`config.mk`:
```
export PLATFORM = sky130hd
export DESIGN_NAME = flag_shadow_stack
export DESIGN_NICKNAME = d
export VERILOG_FILES = /design/src/rtl/flag_pkg.sv /design/src/rtl/flag_bit.sv /design/src/rtl/flag_shadow_stack.sv
export SDC_FILE = /design/constraint.sdc
export NUM_CORES = 1
export LEC_CHECK = 0
export CAP_MARGIN = 30
export CORE_MARGIN = 2
export CORE_UTILIZATION = 46
export DETAILED_ROUTE_END_ITERATION = 6
export PLACE_DENSITY = 0.84
export SKIP_LAST_GASP = 1
export SLEW_MARGIN = 10
export SYNTH_ARGS = -nofsm -noshare
export SYNTH_HDL_FRONTEND = slang
export SYNTH_HIERARCHICAL = 1
export SYNTH_SLANG_ARGS = --single-unit
```
`constraint.sdc`:
```
create_clock -name clk -period 2.2 [get_ports clk]
set_input_delay 0.44 -clock clk [delete_from_list [all_inputs] [get_ports clk]]
set_output_delay 0.44 -clock clk [all_outputs]
set_load 0.05 [all_outputs]
```
`src/rtl/flag_pkg.sv`:
```
// Shared constants for the flag register and its interrupt shadow stack.
package flag_pkg;

    localparam int FLAG_C = 0;
    localparam int FLAG_Z = 1;

    localparam int DEFAULT_NFLAGS = 2;
    localparam int DEFAULT_DEPTH  = 4;

endpackage

```
`src/rtl/flag_bit.sv`:
```
// One flag bit: restore from the shadow stack beats clear, then set, then load.
module flag_bit (
    input  logic clk,
    input  logic rst_n,
    input  logic dIn,
    input  logic wrEn,
    input  logic set,
    input  logic clr,
    input  logic restoreVal,
    input  logic restoreEn,
    output logic q
);

    logic qNext;

    always_comb begin
        qNext = q;
        if (restoreEn) begin
            qNext = restoreVal;
        end else if (clr) begin
            qNext = 1'b0;
        end else if (set) begin
            qNext = 1'b1;
        end else if (wrEn) begin
            qNext = dIn;
        end
    end

    always_ff @(posedge clk or negedge rst_n) begin
        if (!rst_n) begin
            q <= 1'b0;
        end else begin
            q <= qNext;
        end
    end

endmodule

```
`src/rtl/flag_shadow_stack.sv`:
```
// Flag register with a LIFO shadow stack saved on interrupt entry and restored on RETI.
module flag_shadow_stack
    import flag_pkg::*;
#(
    parameter int NFLAGS = DEFAULT_NFLAGS,
    parameter int DEPTH  = DEFAULT_DEPTH
) (
    input  logic                       clk,
    input  logic                       rst_n,
    input  logic [NFLAGS-1:0]          dIn,
    input  logic [NFLAGS-1:0]          wr_en,
    input  logic [NFLAGS-1:0]          set,
    input  logic [NFLAGS-1:0]          clr,
    input  logic                       push,
    input  logic                       pop,
    input  logic                       err_clr,
    output logic [NFLAGS-1:0]          dOut,
    output logic [$clog2(DEPTH+1)-1:0] depth,
    output logic                       full,
    output logic                       empty,
    output logic                       overflow,
    output logic                       underflow
);

    localparam int DW = $clog2(DEPTH + 1);
    localparam int IW = (DEPTH > 1) ? $clog2(DEPTH) : 1;

    logic [NFLAGS-1:0] flags;
    logic [DW-1:0]     depthReg;
    logic              overflowReg;
    logic              underflowReg;
    logic [NFLAGS-1:0] stackMem [DEPTH];

    logic              isFull;
    logic              isEmpty;
    logic              pushOk;
    logic              popOk;
    logic              pushWhileFull;
    logic              popWhileEmpty;
    logic [IW-1:0]     wrIdx;
    logic [IW-1:0]     rdIdx;
    logic [NFLAGS-1:0] restoreVal;

    assign isFull        = (depthReg == DW'(DEPTH));
    assign isEmpty       = (depthReg == '0);
    // push and pop together cancel: neither touches the stack
    assign pushOk        = push & ~pop & ~isFull;
    assign popOk         = pop & ~push & ~isEmpty;
    assign pushWhileFull = push & ~pop & isFull;
    assign popWhileEmpty = pop & ~push & isEmpty;

    assign wrIdx      = IW'(depthReg);
    assign rdIdx      = IW'(depthReg - DW'(1));
    assign restoreVal = stackMem[rdIdx];

    generate
        for (genvar gi = 0; gi < NFLAGS; gi++) begin : gen_flag
            flag_bit u_flag_bit (
                .clk        (clk),
                .rst_n      (rst_n),
                .dIn        (dIn[gi]),
                .wrEn       (wr_en[gi]),
                .set        (set[gi]),
                .clr        (clr[gi]),
                .restoreVal (restoreVal[gi]),
                .restoreEn  (popOk),
                .q          (flags[gi])
            );
        end
    endgenerate

    // Entries at or above depth are dead, so storage needs no reset.
    always_ff @(posedge clk) begin
        if (pushOk) begin
            stackMem[wrIdx] <= flags;
        end
    end

    always_ff @(posedge clk or negedge rst_n) begin
        if (!rst_n) begin
            depthReg     <= '0;
            overflowReg  <= 1'b0;
            underflowReg <= 1'b0;
        end else begin
            if (pushOk) begin
                depthReg <= depthReg + DW'(1);
            end else if (popOk) begin
                depthReg <= depthReg - DW'(1);
            end

            // A fresh error outranks err_clr in the same cycle.
            if (pushWhileFull) begin
                overflowReg <= 1'b1;
            end else if (err_clr) begin
                overflowReg <= 1'b0;
            end

            if (popWhileEmpty) begin
                underflowReg <= 1'b1;
            end else if (err_clr) begin
                underflowReg <= 1'b0;
            end
        end
    end

    assign dOut      = flags;
    assign depth     = depthReg;
    assign full      = isFull;
    assign empty     = isEmpty;
    assign overflow  = overflowReg;
    assign underflow = underflowReg;

endmodule

```
==> flow_summary.json <==
{
  "crit_buf_inv": 1,
  "ir_drop_mv": 0.955,
  "final_common_cell": "clkdlybuf4s50_1",
  "grt_pass1_wl_mm": 2.48,
  "tightest_slew_ps": 510,
  "dp_cells": 95,
  "core_sq_um": 1560,
  "cpMaxStageDelayCell": "clkdlybuf4s50_1",
  "layout_common_cells": "clkdlybuf4s50_1, inv_1, edfxtp_1, ha_1, dfrtp_1",
  "drc": 0,
  "syn_inst": 58,
  "slew_headroom_pct": 66.0,
  "power.density_nw_per_um2": 1260,
  "cts_made_buffers": 3,
  "layout_min_cycle_time_ps": 2010,
  "die_height_um": 45.5,
  "antenna_cells": 0,
  "grt_max_degree": 12,
  "fin_nets": 103,
  "antenna_left": 0,
  "ff2ff_setup_slack_ps": 230,
  "max_clock_freq_mhz": 498,
  "rsz0062_at_grt": "no",
  "synth_cell_types": 22,
  "cts_resized": 0,
  "area_growth_pct": 36.0,
  "final_util_pct": 69.1,
  "clockBufferDepth": 2,
  "clk_pin_slew_ps": 90,
  "dpl.hpwl_mm": 1.21,
  "postCtsHoldBufs": 0,
  "synth_seq_cells": 15,
  "drtIter0Drc": 8,
  "crit_type": "reg -> out",
  "reg2reg_to": "gen_flag[1].u_flag_bit/q$_DFFE_PN0P_",
  "r2r_start": "depth[0]$_DFFE_PN0P_",
  "hp-class": "in -> async",
  "detail_route.vias_per_cell": 5.18,
  "crit_required_ps": 1760,
  "grt_usage_pct": 18.0,
  "layout-drive-gt1-share_pct": 20.5,
  "drt_wl_total_mm": 1.50,
  "vias": 513,
  "syn_nets": 77,
  "regArea_sq_um": 418,
  "cts_tree": "built",
  "cts-root-buf": "clkbuf_4",
  "ys_seq_area_share_pct": 52.4,
  "gp_congestion": 0.736,
  "chipWidth_um": 45.5,
  "status": "completed",
  "fillers": 107,
  "die_area_sq_um": 2070,
  "critPathLaunchType": "flop",
  "setup_viol": 0,
  "clk_latency_ps": 270,
  "wl_per_cell_um": 15.1,
  "synth_area_leaders": "edfxtp_1, dfrtp_1, ha_1",
  "rows": 14,
  "final_max_slew_viol_count": 0,
  "cts_sinks": 15,
  "ff2ff_path_depth": 6,
  "end_kind": "primary output",
  "maxCapViolations": 0,
  "hold_viol_final": 0,
  "grt-ovfl-total": 0,
  "synth_top_area_share_pct": 30.3,
  "yosysWarnings": 6,
  "start_util_pct": 50.8,
  "crit_chain": "clkdlybuf4s50_1",
  "crit_start": "depth[2]$_DFFE_PN0P_",
  "slowest_delay_ps": 840,
  "fin_setup_tns_ps": 0,
  "multiInputGateArea_sq_um": 353,
  "leakage_nw": 0.454,
  "path_delay_family": "buffers and inverters",
  "post_cts_buffers": 0,
  "io_pins": 22,
  "io_buffers": 21,
  "avgSynthCellArea_sq_um": 13.7,
  "first_pass_iters": 4,
  "h-tree-depth": 1,
  "grt_pass1_vias": 548,
  "crit_fanout": 5,
  "fin_cells": 99,
  "finalClockSkew_ps": 1.26,
  "synth.largest_area_cell": "edfxtp_1",
  "antenna_found_initial": 0,
  "cp.arrival_ps": 1570,
  "syn-cell-area_sq_um": 792,
  "timing.final.crit_share_pct": 91.3
}
## how the worst max path moves through the flow
stage	endpoint	slack, ps	cells past startpoint
after floorplan	gen_flag[0].u_flag_bit/q$_DFFE_PN0P_	30	6
after global placement	gen_flag[1].u_flag_bit/q$_DFFE_PN0P_	330	6
after detailed placement	gen_flag[0].u_flag_bit/q$_DFFE_PN0P_	260	6
after CTS	depth[0]	180	1
after global routing	gen_flag[0].u_flag_bit/q$_DFFE_PN0P_	60	6
final	depth[2]	190	1
## layout make-up
type / instances / share of cell area (%)
clock buffers: 4 / 2.44
flip-flops and latches: 15 / 38.8
repair buffers: 21 / 21.4
well taps: 16 / 1.86
inverters: 8 / 2.79
multi-input cells: 35 / 32.8
## state kept, by name (all words and copies together), names as in the netlist
register / flops
depth: 3
stackMem: 8
gen_flag.u_flag_bit/q: 2
underflow: 1
overflow: 1
## kinds of logic (layout without fill, tap and decap cells)
kind of cell    Yosys count  after routing  share of synthesized area, %
simple gates             14             14                          11.5
compound gates            8              8                          10.9
mux                       6              6                          10.7
fa+ha+maj                 6              6                          9.48
flops                    15             15                          52.4
xor+xnor                  1              1                          1.11
buf+inv                   8             33                          3.79
## cells in the mapped netlist
master    number
edfxtp_1       8
inv_1          8
dfrtp_1        7
ha_1           6
mux2i_1        4
and2_1         3
nor2_1         3
a221oi_2       2
mux4_2         2
nand2_1        2
nor2b_1        2
a211o_1        1
a21oi_2        1
a21oi_4        1
a32o_2         1
and2_2         1
nand2b_4       1
nand3b_1       1
nor3b_2        1
o21ai_0        1
o22ai_1        1
xnor2_1        1
## power breakdown
group	internal (mW)	total, mW	switching, mW
combinational	0.319	0.756	0.437
sequential	0.374	0.444	0.0706
clock	0.0702	0.154	0.0842
total	0.763	1.35	0.591
## stage by stage
stage | hold WS (ps) | area [sq um] | setup slack [ps] | power [mW]
final | 429 | 1080 | 191 | 1.35
after global routing | 453 | 1080 | 57.5 | 1.43
after CTS | 435 | 1080 | 183 | 1.37
after detailed placement | 535 | 1050 | 258 | 1.22
after global placement | 510 | 1050 | 328 | 1.20
after floorplan | 144 | 801 | 30.2 | 0.949
## routing by layer
layer	vias to the layer above	part of all wire [%]	track usage, %
li1	258	-	-
met3	2	2.7	2.38
met4	0	1.6	10.6
met2	6	51	28.2
met5	-	0	0
met1	247	45	23.7
No activity file was read; power rests on OpenSTA's default activity.
